**src/rtl/lzd_pipe_if.sv**
```systemverilog
`default_nettype none
// ============================================================================
// Module   : lzd_pipe_if
// Brief    : Word-in / result-out handshake bundle for the lzd_pipe scanner.
// Revision : 1.0
// ============================================================================
interface lzd_pipe_if #(
  parameter int WIDTH = 16,
  parameter int TAG_W = 4
);
  localparam int CW = $clog2(WIDTH);

  logic             in_valid;
  logic             in_ready;
  logic [WIDTH-1:0] in_data;
  logic             in_mode;
  logic [TAG_W-1:0] in_tag;
  logic             out_valid;
  logic             out_ready;
  logic [CW-1:0]    out_count;
  logic             out_zero;
  logic [WIDTH-1:0] out_norm;
  logic [TAG_W-1:0] out_tag;

  modport master (
    output in_valid, in_data, in_mode, in_tag, out_ready,
    input  in_ready, out_valid, out_count, out_zero, out_norm, out_tag
  );

  modport slave (
    input  in_valid, in_data, in_mode, in_tag, out_ready,
    output in_ready, out_valid, out_count, out_zero, out_norm, out_tag
  );
endinterface
`default_nettype wire

```
**src/rtl/lzd_pipe.sv**
```systemverilog
`default_nettype none
// ============================================================================
// Module   : lzd_pipe
// Brief    : Pipelined leading-zero/one detector with staged normalisation.
// Revision : 1.0
// ============================================================================
module lzd_pipe #(
  parameter int WIDTH = 16,
  parameter int TAG_W = 4
) (
  input  logic        clk,
  input  logic        rst,
  lzd_pipe_if.slave   bus
);
  localparam int CW = $clog2(WIDTH);
  localparam int NP = WIDTH / 2;   // detector cells at tree level 0
  localparam int NG = WIDTH - 1;   // tree nodes over all levels

  // Nodes of every level live in one flat array; level l starts here.
  function automatic int base(input int l);
    return WIDTH - (WIDTH >> l);
  endfunction

  logic [CW-1:0]    vld_q, vld_d;
  logic [TAG_W-1:0] tag_q  [CW];
  logic [TAG_W-1:0] tag_d  [CW];
  logic             z_q    [NG];
  logic             z_d    [NG];
  logic [CW-1:0]    cnt_q  [NG];
  logic [CW-1:0]    cnt_d  [NG];
  logic [WIDTH-1:0] norm_q [NG];
  logic [WIDTH-1:0] norm_d [NG];

  logic             en;
  logic [WIDTH-1:0] x;
  logic             p;
  logic             sel_lo;
  int               lo, hi, dst;

  assign en            = bus.out_ready | ~vld_q[CW-1];
  assign bus.in_ready  = en | rst;
  assign bus.out_valid = vld_q[CW-1];
  assign bus.out_count = cnt_q[NG-1];
  assign bus.out_zero  = z_q[NG-1];
  assign bus.out_norm  = norm_q[NG-1];
  assign bus.out_tag   = tag_q[CW-1];

  // Each node keeps a candidate result: in_data pre-shifted so its own group
  // top sits at the MSB, then shifted by its local count. Merging is a pure
  // select; choosing the low half applies the 2^l shift for count bit l.
  always_comb begin
    vld_d  = vld_q;
    tag_d  = tag_q;
    z_d    = z_q;
    cnt_d  = cnt_q;
    norm_d = norm_q;
    x      = bus.in_data ^ {WIDTH{bus.in_mode}};
    p      = 1'b0;
    sel_lo = 1'b0;
    lo     = 0;
    hi     = 0;
    dst    = 0;
    if (en) begin
      vld_d = {vld_q[CW-2:0], bus.in_valid};
      if (bus.in_valid) begin
        tag_d[0] = bus.in_tag;
        for (int i = 0; i < NP; i++) begin
          p         = ~x[2*i+1] & x[2*i];
          z_d[i]    = ~(x[2*i+1] | x[2*i]);
          cnt_d[i]  = {{(CW-1){1'b0}}, p};
          norm_d[i] = bus.in_data << (WIDTH - 2 - 2*i + int'(p));
        end
      end
      for (int l = 1; l < CW; l++) begin
        if (vld_q[l-1]) begin
          tag_d[l] = tag_q[l-1];
          for (int j = 0; j < (NP >> l); j++) begin
            lo          = base(l-1) + 2*j;
            hi          = lo + 1;
            dst         = base(l) + j;
            sel_lo      = z_q[hi] & ~z_q[lo];
            z_d[dst]    = z_q[hi] & z_q[lo];
            cnt_d[dst]  = sel_lo ? (cnt_q[lo] | (CW'(1) << l)) : cnt_q[hi];
            norm_d[dst] = sel_lo ? norm_q[lo] : norm_q[hi];
          end
        end
      end
    end
  end

  always_ff @(posedge clk) begin
    if (rst) begin
      vld_q <= '0;
      for (int k = 0; k < CW; k++) begin
        tag_q[k] <= '0;
      end
      for (int g = 0; g < NG; g++) begin
        z_q[g]    <= 1'b0;
        cnt_q[g]  <= '0;
        norm_q[g] <= '0;
      end
    end else begin
      vld_q  <= vld_d;
      tag_q  <= tag_d;
      z_q    <= z_d;
      cnt_q  <= cnt_d;
      norm_q <= norm_d;
    end
  end
endmodule
`default_nettype wire

```
**src/flat_wrapper.sv**
```systemverilog
// flat-port wrapper written by rule: the top's interface ports become plain ports
module lzd_pipe_flat 
#(
  parameter int WIDTH = 16,
  parameter int TAG_W = 4
)
  (clk, rst, bus_in_valid, bus_in_data, bus_in_mode, bus_in_tag, bus_out_ready, bus_in_ready, bus_out_valid, bus_out_count, bus_out_zero, bus_out_norm, bus_out_tag);
  lzd_pipe_if #(.WIDTH(WIDTH), .TAG_W(TAG_W)) bus_i ();
  input  logic clk;
  input  logic rst;
  input wire logic [$bits(bus_i.in_valid)-1:0] bus_in_valid;
  input wire logic [$bits(bus_i.in_data)-1:0] bus_in_data;
  input wire logic [$bits(bus_i.in_mode)-1:0] bus_in_mode;
  input wire logic [$bits(bus_i.in_tag)-1:0] bus_in_tag;
  input wire logic [$bits(bus_i.out_ready)-1:0] bus_out_ready;
  output wire logic [$bits(bus_i.in_ready)-1:0] bus_in_ready;
  output wire logic [$bits(bus_i.out_valid)-1:0] bus_out_valid;
  output wire logic [$bits(bus_i.out_count)-1:0] bus_out_count;
  output wire logic [$bits(bus_i.out_zero)-1:0] bus_out_zero;
  output wire logic [$bits(bus_i.out_norm)-1:0] bus_out_norm;
  output wire logic [$bits(bus_i.out_tag)-1:0] bus_out_tag;
  assign bus_i.in_valid = bus_in_valid;
  assign bus_i.in_data = bus_in_data;
  assign bus_i.in_mode = bus_in_mode;
  assign bus_i.in_tag = bus_in_tag;
  assign bus_i.out_ready = bus_out_ready;
  assign bus_in_ready = bus_i.in_ready;
  assign bus_out_valid = bus_i.out_valid;
  assign bus_out_count = bus_i.out_count;
  assign bus_out_zero = bus_i.out_zero;
  assign bus_out_norm = bus_i.out_norm;
  assign bus_out_tag = bus_i.out_tag;
  lzd_pipe #(.WIDTH(WIDTH), .TAG_W(TAG_W)) u_core (.clk(clk), .rst(rst), .bus(bus_i));
endmodule
```
**config.mk**
```make
export PLATFORM = sky130hd
export DESIGN_NAME = lzd_pipe_flat
export DESIGN_NICKNAME = d
export VERILOG_FILES = /design/src/rtl/lzd_pipe_if.sv /design/src/rtl/lzd_pipe.sv /design/src/flat_wrapper.sv
export SDC_FILE = /design/constraint.sdc
export NUM_CORES = 1
export LEC_CHECK = 0
export BUFFER_PORTS_ARGS = -buffer_cell sky130_fd_sc_hd__clkbuf_2
export CAP_MARGIN = 20
export CORE_MARGIN = 2
export CORE_UTILIZATION = 60
export CTS_BUF_LIST = sky130_fd_sc_hd__clkbuf_16
export DETAILED_ROUTE_END_ITERATION = 10
export GPL_TIMING_DRIVEN = 0
export PLACE_DENSITY = 0.79
export SLEW_MARGIN = 25
export SYNTH_ARGS = -nofsm -noshare
export SYNTH_HDL_FRONTEND = slang
export SYNTH_SLANG_ARGS = --single-unit
```
**constraint.sdc**
```tcl
create_clock -name clk -period 1.6 [get_ports clk]
set_input_delay 0.16 -clock clk [delete_from_list [all_inputs] [get_ports clk]]
set_output_delay 0.16 -clock clk [all_outputs]
set_load 0.1 [all_outputs]
```
# --- Word level (Yosys, flattened, before mapping) ---
# Cells that the tools add are included.
word_totals:
  inputBits: 25
  output_inout_bits: 27
  word_cells: 140
  regBits: 306
op_classes:
  muxes: 14
  n_shift: 8
  n_bitwise: 57
  n_reduce_logical: 4
  addsub: 7
op_table:
  columns: ["cell", "count"]
  rows:
  - ["16-bit by 32-bit left shift with 16-bit output", 7]
  - ["16-bit 2-to-1 mux", 7]
  - ["1-bit NOT", 24]
  - ["1-bit AND", 22]
  - ["4-bit by 1-bit adder with 5-bit output (first input constant)", 4]
  - ["16-bit by 1-bit left shift with 16-bit output", 1]
  - ["16-bit bitwise XOR", 1]
  - ["1-bit OR", 10]
  - ["3-bit by 1-bit adder with 4-bit output (first input constant)", 2]
  - ["2-bit 2-to-1 mux", 4]
  - ["4-bit 2-to-1 mux", 2]
  - ["2-bit AND reduction", 4]
  - ["2-bit by 1-bit adder with 3-bit output (first input constant)", 1]
  - ["3-bit 2-to-1 mux", 1]

# --- Depth between registers and ports, before layout ---
depth:
  ltp_word: 5
  ltp_mapped: 8
  ltp_nobuf: 4

# --- Worst setup path before layout ---
# Ideal clock, no wire load.
synth_path:
  path_type: "reg-to-output"
  start: "reg u_core.vld_q[3]"
  end: "out bus_in_ready"
  n_path_buf: 0
  required_time_ns: 1.440
  arrival_ns: 1.934
  path_stages_with_launch: 3
  path_slack_ns: -0.494
  cell_sequence: "dfxtp_1 > nor2b_1 > nand2b_1"
synth_via:
  elab_chain_len: 3
synth_rtl:
  columns: ["element", "line", "text"]
  rows:
  - ["start, declared", "lzd_pipe.sv:24", "logic [CW-1:0] vld_q, vld_d;"]
  - ["start signal, assigned", "lzd_pipe.sv:103", "vld_q <= vld_d;"]
  - ["1-bit NOT", "lzd_pipe.sv:40", "assign en = bus.out_ready | ~vld_q[CW-1];"]
  - ["1-bit OR", "lzd_pipe.sv:40", null]
  - ["1-bit OR", "lzd_pipe.sv:41", "assign bus.in_ready = en | rst;"]
  - ["end, declared", "flat_wrapper.sv:16", "output wire logic [$bits(bus_i.in_ready)-1:0] bus_in_ready;"]
# Every way passes these cells.

# --- Worst setup path after layout ---
# Ends and elaborated chain as after synthesis.

==> key figures <==
Pwr
  – LEAKAGE: between 4 and 5 nW
  – Peak VDD IR: 836 uV
  – Total power: approximately 0.013 W
  – P per Cell Area: about 1200 nW/um^2

Global routing
  – Total Routing Usage GR: between 20% and 30%
  – GR Util met1: 39.9%
  – First-pass GRT wire length: around 39 mm
  – Met2 GRT Util: between 40 and 50%
  – Vias in the first global route: about 7300
  – Met3 Usage GRT: roughly 3.7%
  – Initial antenna violation count: 0
  – Gr ovfl total: 0
  – Largest net degree at the start of global routing: 19
  – Layer with the highest usage: met2

Cells and area
  – Most frequent cells in the layout: dfxtp_1 (212), nor2_1 (154), nand2_1 (107)
  – Finished Cell Area: between 10000 and 15000 sq um
  – Fillers: approximately 1200
  – Final-stage net count: about 1200
  – Commonest non-fill, non-tap cell in the layout: dfxtp_1
  – Share of cells above drive strength 1: 19.0%
  – # diodes: 0
  – Area growth syn-to-layout: 15.5%

Logic synthesis
  – FFs w/ async S/R, synth: 0%
  – Mapped Area: about 9400 sq um
  – Mux contribution to synthesized area: a little over a tenth
  – Synthesized net count: between 1000 and 1500
  – Post-synth top flop: dfxtp_1
  – Post-Syn Area per Cell: around 8.8 sq um
  – Synth Area in Simple Gates: approximately 20%
  – Main combinational cell family by area after synthesis: simple AND/OR/NAND/NOR gates
  – Post-synthesis adder-cell area fraction: less than 1%
  – Post-Synth XOR/XNOR Area: 0%
  – Mapped Cells: 1062
  – Synth Area in Compound Gates: approximately 15%
  – Unique masters post-synth: 41
  – YS warnings: 0
  – Register area share after synthesis: between 40% and 50%
  – Flop and latch count out of synthesis: 213
  – Post-synth EDFFs: 0

STA
  – Highest clock rate: roughly 640 MHz
  – Fin. Hold Viols: 0
  – Min Tclk post-route: 1.56 ns
  – Clk_skew: 0.0154 ns
  – Worst-Margin Slew: between 0.7 and 0.8 ns
  – Slew Limit Fails: 0
  – Period utilization: 97.4%
  – Slew headroom: between 40% and 50%
  – Final Setup Violations: 0
  – Unrepaired setup endpoints after global routing: true

Floorplan
  – Core area: about 15000 sq um
  – Top Ports: 52
  – Initial Utilization: about three fifths
  – Die ar.: around 17000 sq um
  – Placement Rows: 45
  – Die X-Extent: 129 microns
  – Chip Height: approximately 130 microns

Critical path
  – Critical Path Max Stage Delay: 0.36 ns
  – CP Launch Type: flip-flop
  – Worst reg2reg setup slack: 0.07 ns
  – WP data arrival: between 1 and 1.5 ns
  – Max FO, Critical Path: 4
  – Critical path class: flip-flop to primary output
  – Reg-to-Reg End: u_core.norm_q[221]
  – CP max stage cell: dfxtp_4
  – Reg2Reg Depth: 6
  – Crit. path cell count: 3
  – CP delay by family, top: flip-flops
  – Sequence of cells on the critical path: nor2b_4, nand2b_2, clkbuf_8
  – FF-to-FF Start: u_core.vld_q[3]
  – CP Capture Type: primary output
  – Worst path buffer plus inverter count: 1
  – Required @ worst endpoint: around 1.4 ns
  – Crit. Startpoint: u_core.vld_q[3]
  – Crit path capture: bus_in_ready

Clocking
  – CTS tree: built
  – Max H-tree Level: 1
  – CTS Root Cell: clkbuf_16
  – Cts bufs inserted: 23
  – CTS Sinks: between 200 and 250
  – CTS max path bufs: 3
  – Clock latency at the later pin of the worst-skew pair: about 0.52 ns
  – Worst-path clk slew: 0.06 ns

Place
  – Cell Area, Placed: between 9000 and 10000 sq um
  – Port Buffers: 46
  – Final Wtd Congestion: 0.895
  – Dpl hpwl: approximately 17 mm

Worst hold path
  – Hold path start: bus_in_data[14]
  – Hold Crit Depth: 3
  – Min-Delay Path Class: input pin to flip-flop

Status
  – Status: finished clean

Drt
  – DRT iter0 DRCs: between 600 and 700
  – Drt drc: 0
  – Routed vias: 7846
  – Initial DRT Pass Iterations: 5
  – Final WL: 24.3 mm
  – Post-DRT Antenna Nets: 0
  – Vias per inst: between 5 and 6
  – DR WL/cell: ~18 microns

Flow run
  – Max Cap Viol: 0
-- stage by stage --
stage               hold WS [ns]  util, %  worst slack [ns]  instances  setup TNS, ns
finish                    0.0167     71.1            0.0416       1350              0
global route              0.0464     71.1           -0.0128       1350        -0.0160
CTS                      0.00914     70.4            0.0138       1347              0
detailed placement         0.390     64.6            -0.297       1296          -7.37
global placement           0.383     64.6            -0.296       1296          -6.71
floorplan                  0.296        -            0.0358       1062              0
-- kinds of logic (layout without fill, tap and decap cells) --
group           after synthesis  after routing
buf+inv                     127            227
mux                          98             98
compound gates              200            200
simple gates                421            421
fa+ha+maj                     3              3
flops                       213            213
-- how the worst min path moves through the flow --
stage / end / slack (ns)
final: u_core.norm_q[126] / 0.02
after global routing: u_core.z_q[13] / 0.05
after CTS: u_core.z_q[13] / 0.009
after detailed placement: u_core.tag_q[12] / 0.39
after global placement: u_core.tag_q[12] / 0.38
after floorplan: u_core.tag_q[12] / 0.30
-- tightest hold or removal path, cell delays in order --
cell and delay [ns]:
clkbuf_2 0.14, o21ai_0 0.09, a311oi_1 0.08
-- Yosys cell counts (all sizes together) (6+ instances only) --
cell type  number  area [sq um]
nand3          49           245
o21ai          15           113
buf            92           619
nand3b          8          63.8
or2             6          37.5
a21oi          80           400
a2111oi        12           150
dfxtp         213          4260
clkbuf         30           113
mux2i          98           993
nor2          163           612
a311oi         20           219
nand2         109           414
nand2b         14           105
nor3           58           305
a211oi         65           488
-- layout make-up --
cell class	count	area, sq um	area share, %
inverters	5	18.8	0.174
flip-flops and latches	213	4270	39.5
repair buffers	59	359	3.32
clock buffers	23	576	5.33
clock inverters	19	188	1.74
multi-input cells	722	4390	40.6
well taps	188	235	2.18
plain buffers	121	772	7.14
-- power by group --
part           leakage (nW)  total, W  internal [W]  switching, W
clock network         0.371   0.00534       0.00314       0.00220
registers              1.75   0.00577       0.00560      0.000173
logic                  2.31   0.00151      0.000558      0.000952
-- timing repair --
item,CTS,global route
pin swaps,0,1
buffers inserted,1,3
endpoints found under the setup margin,12,84
endpoints found under the hold margin,12,0
gates resized for setup,6,39
hold buffers,9,0
-- registers in the layout, indices dropped and copies added (netlist names) --
name,cells
u_core.bus.out_count,4
u_core.bus.out_norm,16
u_core.bus.out_tag,4
u_core.bus.out_zero,1
u_core.cnt_q,22
u_core.norm_q,136
u_core.tag_q,12
u_core.vld_q,4
u_core.z_q,14
-- metal layers --
metal | share of wire (%) | wire [microns] | vias to the layer above
li1 | - | - | 3859
met1 | 44 | 10700 | 3643
met2 | 46 | 11200 | 289
met3 | 5.8 | 1410 | 55
met4 | 3.8 | 928 | 0
met5 | 0 | 0 | -
Power figures use the tool's default switching activity.
